===== config.mk =====
export PLATFORM = sky130hd
export DESIGN_NAME = all_gates
export DESIGN_NICKNAME = d
export VERILOG_FILES = /design/src/rtl/all_gates.sv
export SDC_FILE = /design/constraint.sdc
export NUM_CORES = 1
export LEC_CHECK = 0
export ABC_AREA = 1
export CORE_AREA = 3 3 40 42
export CTS_CLUSTER_SIZE = 12
export DETAILED_ROUTE_END_ITERATION = 10
export DIE_AREA = 0 0 43 45
export PLACE_DENSITY = 0.6
export REMOVE_ABC_BUFFERS = 1
export SLEW_MARGIN = 10
export SYNTH_ARGS = -nofsm -noshare
export SYNTH_HDL_FRONTEND = slang
export SYNTH_SLANG_ARGS = --single-unit

===== constraint.sdc =====
create_clock -name clk -period 0.8 [get_ports clk]
set_input_delay 0.08 -clock clk [delete_from_list [all_inputs] [get_ports clk]]
set_output_delay 0.08 -clock clk [all_outputs]
set_load 0.02 [all_outputs]

===== src/rtl/all_gates.sv =====
// Registered bank of the eight basic two-input logic functions, evaluated bitwise
// over WIDTH-bit operands, with a one-cycle latency and a per-cycle valid flag.
module all_gates #(
  parameter int WIDTH = 1
) (
  input  logic             clk,
  input  logic             rst,
  input  logic             en,
  input  logic [WIDTH-1:0] a,
  input  logic [WIDTH-1:0] b,
  output logic [WIDTH-1:0] not_out1,
  output logic [WIDTH-1:0] not_out2,
  output logic [WIDTH-1:0] or_out,
  output logic [WIDTH-1:0] and_out,
  output logic [WIDTH-1:0] xor_out,
  output logic [WIDTH-1:0] nor_out,
  output logic [WIDTH-1:0] nand_out,
  output logic [WIDTH-1:0] xnor_out,
  output logic             out_valid
);

  // NOTE: every register below uses non-blocking assignment so all outputs
  // sample the same pre-edge a/b values regardless of statement order.
  always_ff @(posedge clk or posedge rst) begin
    if (rst) begin
      not_out1  <= '0;
      not_out2  <= '0;
      or_out    <= '0;
      and_out   <= '0;
      xor_out   <= '0;
      nor_out   <= '0;
      nand_out  <= '0;
      xnor_out  <= '0;
      out_valid <= 1'b0;
    end else begin
      // out_valid flags a fresh result only; gate outputs hold when en is low
      out_valid <= en;
      if (en) begin
        not_out1 <= ~a;
        not_out2 <= ~b;
        or_out   <= a | b;
        and_out  <= a & b;
        xor_out  <= a ^ b;
        nor_out  <= ~(a | b);
        nand_out <= ~(a & b);
        xnor_out <= ~(a ^ b);
      end
    end
  end

endmodule


**Word level (Yosys, flattened, before mapping)**

Cells that the tools add are included.
Widths: inputs -> output; s select.

- Bitwise gates (word level): 8

Operator list:

| operator | count |
|---|---|
| $not 1->1 | 5 |
| $and 1x1->1 | 1 |
| $or 1x1->1 | 1 |
| $xor 1x1->1 | 1 |

- Bits in registers: 9
- Input port bits: 5
- Output and inout bits: 9
- Logic and storage cells: 17

**Logic depth before layout (Yosys ltp)**

Gate-level depths: netlist of run 1.

- Depth in word-level cells: 2
- Depth in mapped cells: 5
- Depth with buffers taken out: 5

**Least setup slack after synthesis of run 1**

No wires, ideal clock.

- Path type: flip-flop to flip-flop
- Start point: register xnor_out (netlist name)
- End point: register xnor_out
- Library setup time: 116 ps
- Arrival: 563 ps
- Required time: 684 ps
- Setup slack: 120 ps
- Stages on the path, launching flop included: 3
- Path buffers: 0
- Clock period less this slack: 680 ps
- Cells stage by stage: dfrtp_1 nand2_1 nand2_1

RTL lines:

| item | line | RTL |
|---|---|---|
| end signal, assigned | 46 | `xnor_out <= ~(a ^ b);` |
| end, declared | 18 | `output logic [WIDTH-1:0] xnor_out,` |

**Worst setup path after layout of run 1**

- Start point: register xnor_out
- End point: output port xnor_out

No word-level cell between the ends.

==> impl_metrics.csv, run 1 <==
group,metric,value,unit
status,status,"finished, violations left",
status,violations,"setup timing",
critical_path,startpoint_type,"register",
detailed_routing,drt_pass1_iterations,4,
sta,relSlewSlack,75.75,%
clocking,cts_buffer_depth,2,
layout,final_util,52.58,%
floorplanning,die-area,0.001935,mm2
synthesis,ys_top_cells_by_count,"24 x nand2_1, 9 x dfrtp_1, 6 x inv_1",
critical_path,path_delay_family,"flip-flops",
clocking,cts_buffers,3,
floorplanning,fp-row-count,13,
grt,grt_max_degree,10,
placement,place_inst,81,
synthesis,yosys.area.top_type,"dfrtp_1",
sta,setup_ws,-67.21,ps
synthesis,synth_seq_cells,9,
sta,setup_viol,9,
synthesis,synth_area_leaders,"dfrtp_1 56%, nand2_1 22%, ha_1 12%",
detailed_routing,dr_total_vias,363,
clocking,cts_max_level,1,
critical_path,critical_path_class,"reg2out",
layout,fin_cells,89,
sta,final.min_clock_period,867.2,ps
critical_path,crit_required,720,ps
hold_path,hp-class,"in2async",
layout,fillers,122,
detailed_routing,ant_nets,0,
grt,gr-total-overflow,0,
power_and_ir_drop,power_density,1742,mW/mm2
sta,tightest_slew,363.4,ps
grt,grt_first_pass_wirelength,1414,um
critical_path,cp.arrival,790,ps
grt,grt_pass1_vias,356,
detailed_routing,via_per_inst,4.079,
sta,max_freq,1.153,GHz
critical_path,critPathMaxStageDelay,400,ps
detailed_routing,wirelength,846,um
critical_path,critical-path-slowest-cell,"dfrtp_1",
flow_run,cap_violations,0,
clocking,root_buffer,"clkbuf_4",
sta,hold_violations,0,
layout,synthToLayoutAreaGrowth,67.70,%
placement,io_buffers,13,
synthesis,syn-cell-area,402.9,um2
floorplanning,die_w,43,um
sta,setup_total_negative_slack,-433.1,ps
power_and_ir_drop,ir_worst_vdd,0.0007390,V
synthesis,yosysWarnings,0,
clocking,cts_tree,"yes",
critical_path,setup.worst_path.end_class,"output port",
layout,drive_above_1_share,37.84,%
floorplanning,die_h,45,um
synthesis,async_flop_share,100.0,%
detailed_routing,drc,0,
clocking,clk_pin_slew_worst_paths,60,ps
critical_path,crit_fanout,2,
synthesis,yosys.area.top_type_share,55.90,%
synthesis,yosysMostFrequentCell,"nand2_1",
synthesis,syn_area_per_cell,8.953,um2
synthesis,synth_flop_cell,"dfrtp_1",
layout,num-nets-final,84,
synthesis,synthCells,45,
clocking,insertion_delay,250,ps
critical_path,path_buf_inv,1,
floorplanning,coreArea,0.001285,mm2
sta,min_period_over_period,108.4,%
floorplanning,io_pins,14,
placement,gp_congestion,0.7332,
power_and_ir_drop,power_leakage,0.3918,nW
sta,whs,105.7,ps
detailed_routing,routedWlPerCell,9.506,um
synthesis,synth.distinct_cells,6,
synthesis,synth_edf_count,0,
placement,dp_hpwl,613.9,um
grt,grt_usage,10.00,%
critical_path,crit_chain,"buf_6",
sta,rsz0062_at_grt,"yes",
layout,diodes,0,
detailed_routing,drtIter0Drc,9,
floorplanning,initial_core_util,31.35,%
sta,slew_violations,0,
grt,antenna_found_initial,0,
synthesis,ys_seq_area_share,55.90,%
sta,clock_skew,0,ps
clocking,clock-sinks,9,
-- cell usage in the layout (no fill, tap or decap), drive strengths merged --
cell type / netlist / routed
buf: 1 / 22
clkbuf: 0 / 4
clkdlybuf4s50: 0 / 2
dfrtp: 9 / 9
dlygate4sd2: 0 / 2
ha: 4 / 4
inv: 7 / 7
nand2: 24 / 24
-- metrics by stage --
stage,cell area (um2),setup slack (ps),power [mW]
2_1_floorplan,391.6,120.4,0.6363
3_3_place_gp,608.1,-396.0,0.8014
3_5_place_dp,608.1,-396.1,0.8040
4_1_cts,651.9,-79.07,1.163
5_1_grt,675.6,-88.25,1.245
6_report,675.6,-67.21,1.177
-- report_power, final --
part           leakage [nW]  switching, mW  internal (mW)
Sequential            0.109         0.0271          0.496
Clock                0.0150          0.145          0.191
Combinational         0.268          0.144          0.173
Total                 0.392          0.316          0.861
-- final timing paths --
check,start,to,slack (ps),depth (start not counted)
min in group clk,a,not_out1,270,4
worst max-delay path,xnor_out,xnor_out,-70,1
worst min-delay path,rst,nor_out,110,2
max in group asynchronous,rst,not_out1,430,2
worst min register to register,and_out,and_out,500,2
worst max register to register,xnor_out,xnor_out,60,3
-- state kept, by name, summed over array words and instances (netlist names) --
signal / cells
and_out: 1
out_valid: 1
nor_out: 1
or_out: 1
nand_out: 1
not_out1: 1
xnor_out: 1
xor_out: 1
not_out2: 1
-- per-layer routing --
layer | routed length [um] | global-route usage [%] | up-vias
met3 | 57 | 2.789 | 2
met5 | 0 | 0 | -
met1 | 380 | 12.13 | 159
li1 | - | - | 189
met2 | 390 | 15.27 | 13
met4 | 17 | 7.229 | 0
-- cells by family after synthesis --
family,Yosys count,synth area share [%]
simple gates,24,22.36
flops,9,55.90
fa+ha+maj,4,12.42
buf+inv,8,9.315
-- cell type report --
type | count | area, um2 | area share, %
Sequential cell | 9 | 225.2 | 33.33
Inverter | 7 | 26.28 | 3.889
Multi-Input combinational cell | 28 | 142.6 | 21.11
Timing Repair Buffer | 26 | 236.5 | 35.00
Tap cell | 15 | 18.77 | 2.778
Clock buffer | 4 | 26.28 | 3.889
-- what timing repair did --
action                                 4_1_cts  5_1_grt
gates cloned                                 0        0
endpoints found under the hold margin        0        0
hold buffers                                 0        0
setup buffers                                2        3
gates resized for setup                     55        3
pin swaps                                    0        1
setup endpoints to repair                   14       10
Power figures use the tool's default switching activity.
==> inputs of run 2 (changes only) <==
TNS_END_PERCENT = 1   (was unset)
==> impl_metrics.csv, run 2 (same netlist as run 1, synthesis figures left out) <==
group,metric,value,unit
clocking,clock-sinks,9,
sta,relSlewSlack,76.84,%
detailed_routing,drt_pass1_iterations,2,
critical_path,crit_fanout,2,
status,status,"finished, violations left",
critical_path,critical-path-slowest-cell,"dfrtp_1",
layout,diodes,0,
critical_path,critPathMaxStageDelay,370,ps
sta,min_period_over_period,108.2,%
clocking,clk_pin_slew_worst_paths,60,ps
layout,drive_above_1_share,34.72,%
floorplanning,die_w,43,um
sta,setup_ws,-65.23,ps
clocking,cts_tree,"yes",
layout,num-nets-final,82,
sta,clock_skew,0,ps
critical_path,cp_num_cells,1,
critical_path,rr_worst_depth,4,
layout,fin_cells,87,
power_and_ir_drop,ir_worst_vdd,0.0007337,V
detailed_routing,routedWlPerCell,9.149,um
critical_path,path_buf_inv,1,
clocking,cts_buffers,3,
power_and_ir_drop,power_leakage,0.3723,nW
detailed_routing,dr_total_vias,348,
floorplanning,io_pins,14,
clocking,root_buffer,"clkbuf_4",
layout,final_util,48.49,%
detailed_routing,drtIter0Drc,6,
grt,grt_first_pass_wirelength,1400,um
critical_path,path_delay_family,"flip-flops",
critical_path,rrSetupSlack,-10,ps
sta,hold_violations,0,
grt,gr-total-overflow,0,
critical_path,critical_path_class,"reg2out",
placement,gp_congestion,0.7332,
critical_path,crit_path_end,"not_out2",
layout,fillers,132,
detailed_routing,via_per_inst,4.000,
sta,tightest_slew,347.1,ps
floorplanning,fp-row-count,13,
critical_path,crit_required,720,ps
layout,final_cell_mix,"24 x nand2_1, 12 x buf_4, 9 x dfrtp_1",
clocking,postCtsHoldBufs,0,
grt,grt_pass1_vias,348,
critical_path,cp.arrival,790,ps
placement,place_ws,-396.1,ps
floorplanning,die-area,0.001935,mm2
placement,dp_hpwl,613.9,um
layout,synthToLayoutAreaGrowth,54.66,%
hold_path,hp-class,"in2async",
floorplanning,die_h,45,um
grt,grt_max_degree,10,
critical_path,crit_chain,"buf_2",
clocking,insertion_delay,250,ps
layout,mostFrequentLayoutCell,"nand2_1",
clocking,cts_max_level,1,
status,violations,"setup timing",
clocking,cts_buffer_depth,2,
detailed_routing,wirelength,796,um
critical_path,r2r-end,"nor_out",
critical_path,setup.worst_path.start,"not_out2",
placement,io_buffers,13,
sta,max_freq,1.156,GHz
grt,grt_usage,9.916,%
flow_run,cap_violations,0,
sta,setup_viol,10,
critical_path,startpoint_type,"register",
critical_path,r2r-start,"nor_out",
floorplanning,initial_core_util,31.35,%
grt,antenna_found_initial,0,
critical_path,setup.worst_path.end_class,"output port",
power_and_ir_drop,power_density,1801,mW/mm2
sta,setup_total_negative_slack,-509.7,ps
detailed_routing,ant_nets,0,
sta,slew_violations,0,
placement,place_inst,81,
sta,final.min_clock_period,865.2,ps
floorplanning,coreArea,0.001285,mm2
sta,rsz0062_at_grt,"yes",
detailed_routing,drc,0,
==> run 2: changes by cell type in the layout (fill, tap and decap cells not counted), sizes merged <==
cell,change
buf,-2
==> run 2: area by class of cell <==
type,count,area (um2),area share (%)
multi-input combinational,28,140.1,22.49
inverter,7,26.28,4.217
tap,15,18.77,3.012
sequential,9,225.2,36.14
timing repair buffer,24,186.4,29.92
clock buffer,4,26.28,4.217
==> run 2: repair_timing <==
item,4_1_cts,5_1_grt
buffers inserted,0,2
gates resized for setup,39,7
setup endpoints to repair,14,9
==> run 2: worst min-delay path by stage <==
stage	startpoint	to	slack, ps	cells past startpoint
floorplan	rst	and_out	-90	1
global placement	rst	nor_out	370	2
detailed placement	rst	or_out	380	2
CTS	rst	or_out	120	2
global route	rst	and_out	140	2
finish	rst	or_out	100	2
==> run 2: metrics by stage <==
step                      hold WS, ps  power (mW)  instance area (um2)
after floorplan                -92.08      0.6363                391.6
after global placement          369.2      0.8014                608.1
after detailed placement        382.8      0.8040                608.1
after CTS                       115.8       1.102                586.8
final                           99.28       1.122                623.1
after global routing            140.8       1.189                623.1
==> run 2: report_power, final <==
| group | internal [mW] | total, mW | switching (mW) |
|---|---|---|---|
| Combinational | 0.131 | 0.268 | 0.137 |
| Clock | 0.191 | 0.336 | 0.145 |
| Sequential | 0.496 | 0.517 | 0.0210 |
| Total | 0.819 | 1.12 | 0.303 |
==> run 2: per-layer routing <==
layer | share of wire, % | vias up | track usage, %
li1 | - | 183 | -
met1 | 45 | 151 | 11.88
met2 | 44 | 12 | 15.27
met3 | 8.4 | 2 | 2.789
met4 | 2.3 | 0 | 7.229
met5 | 0 | - | 0
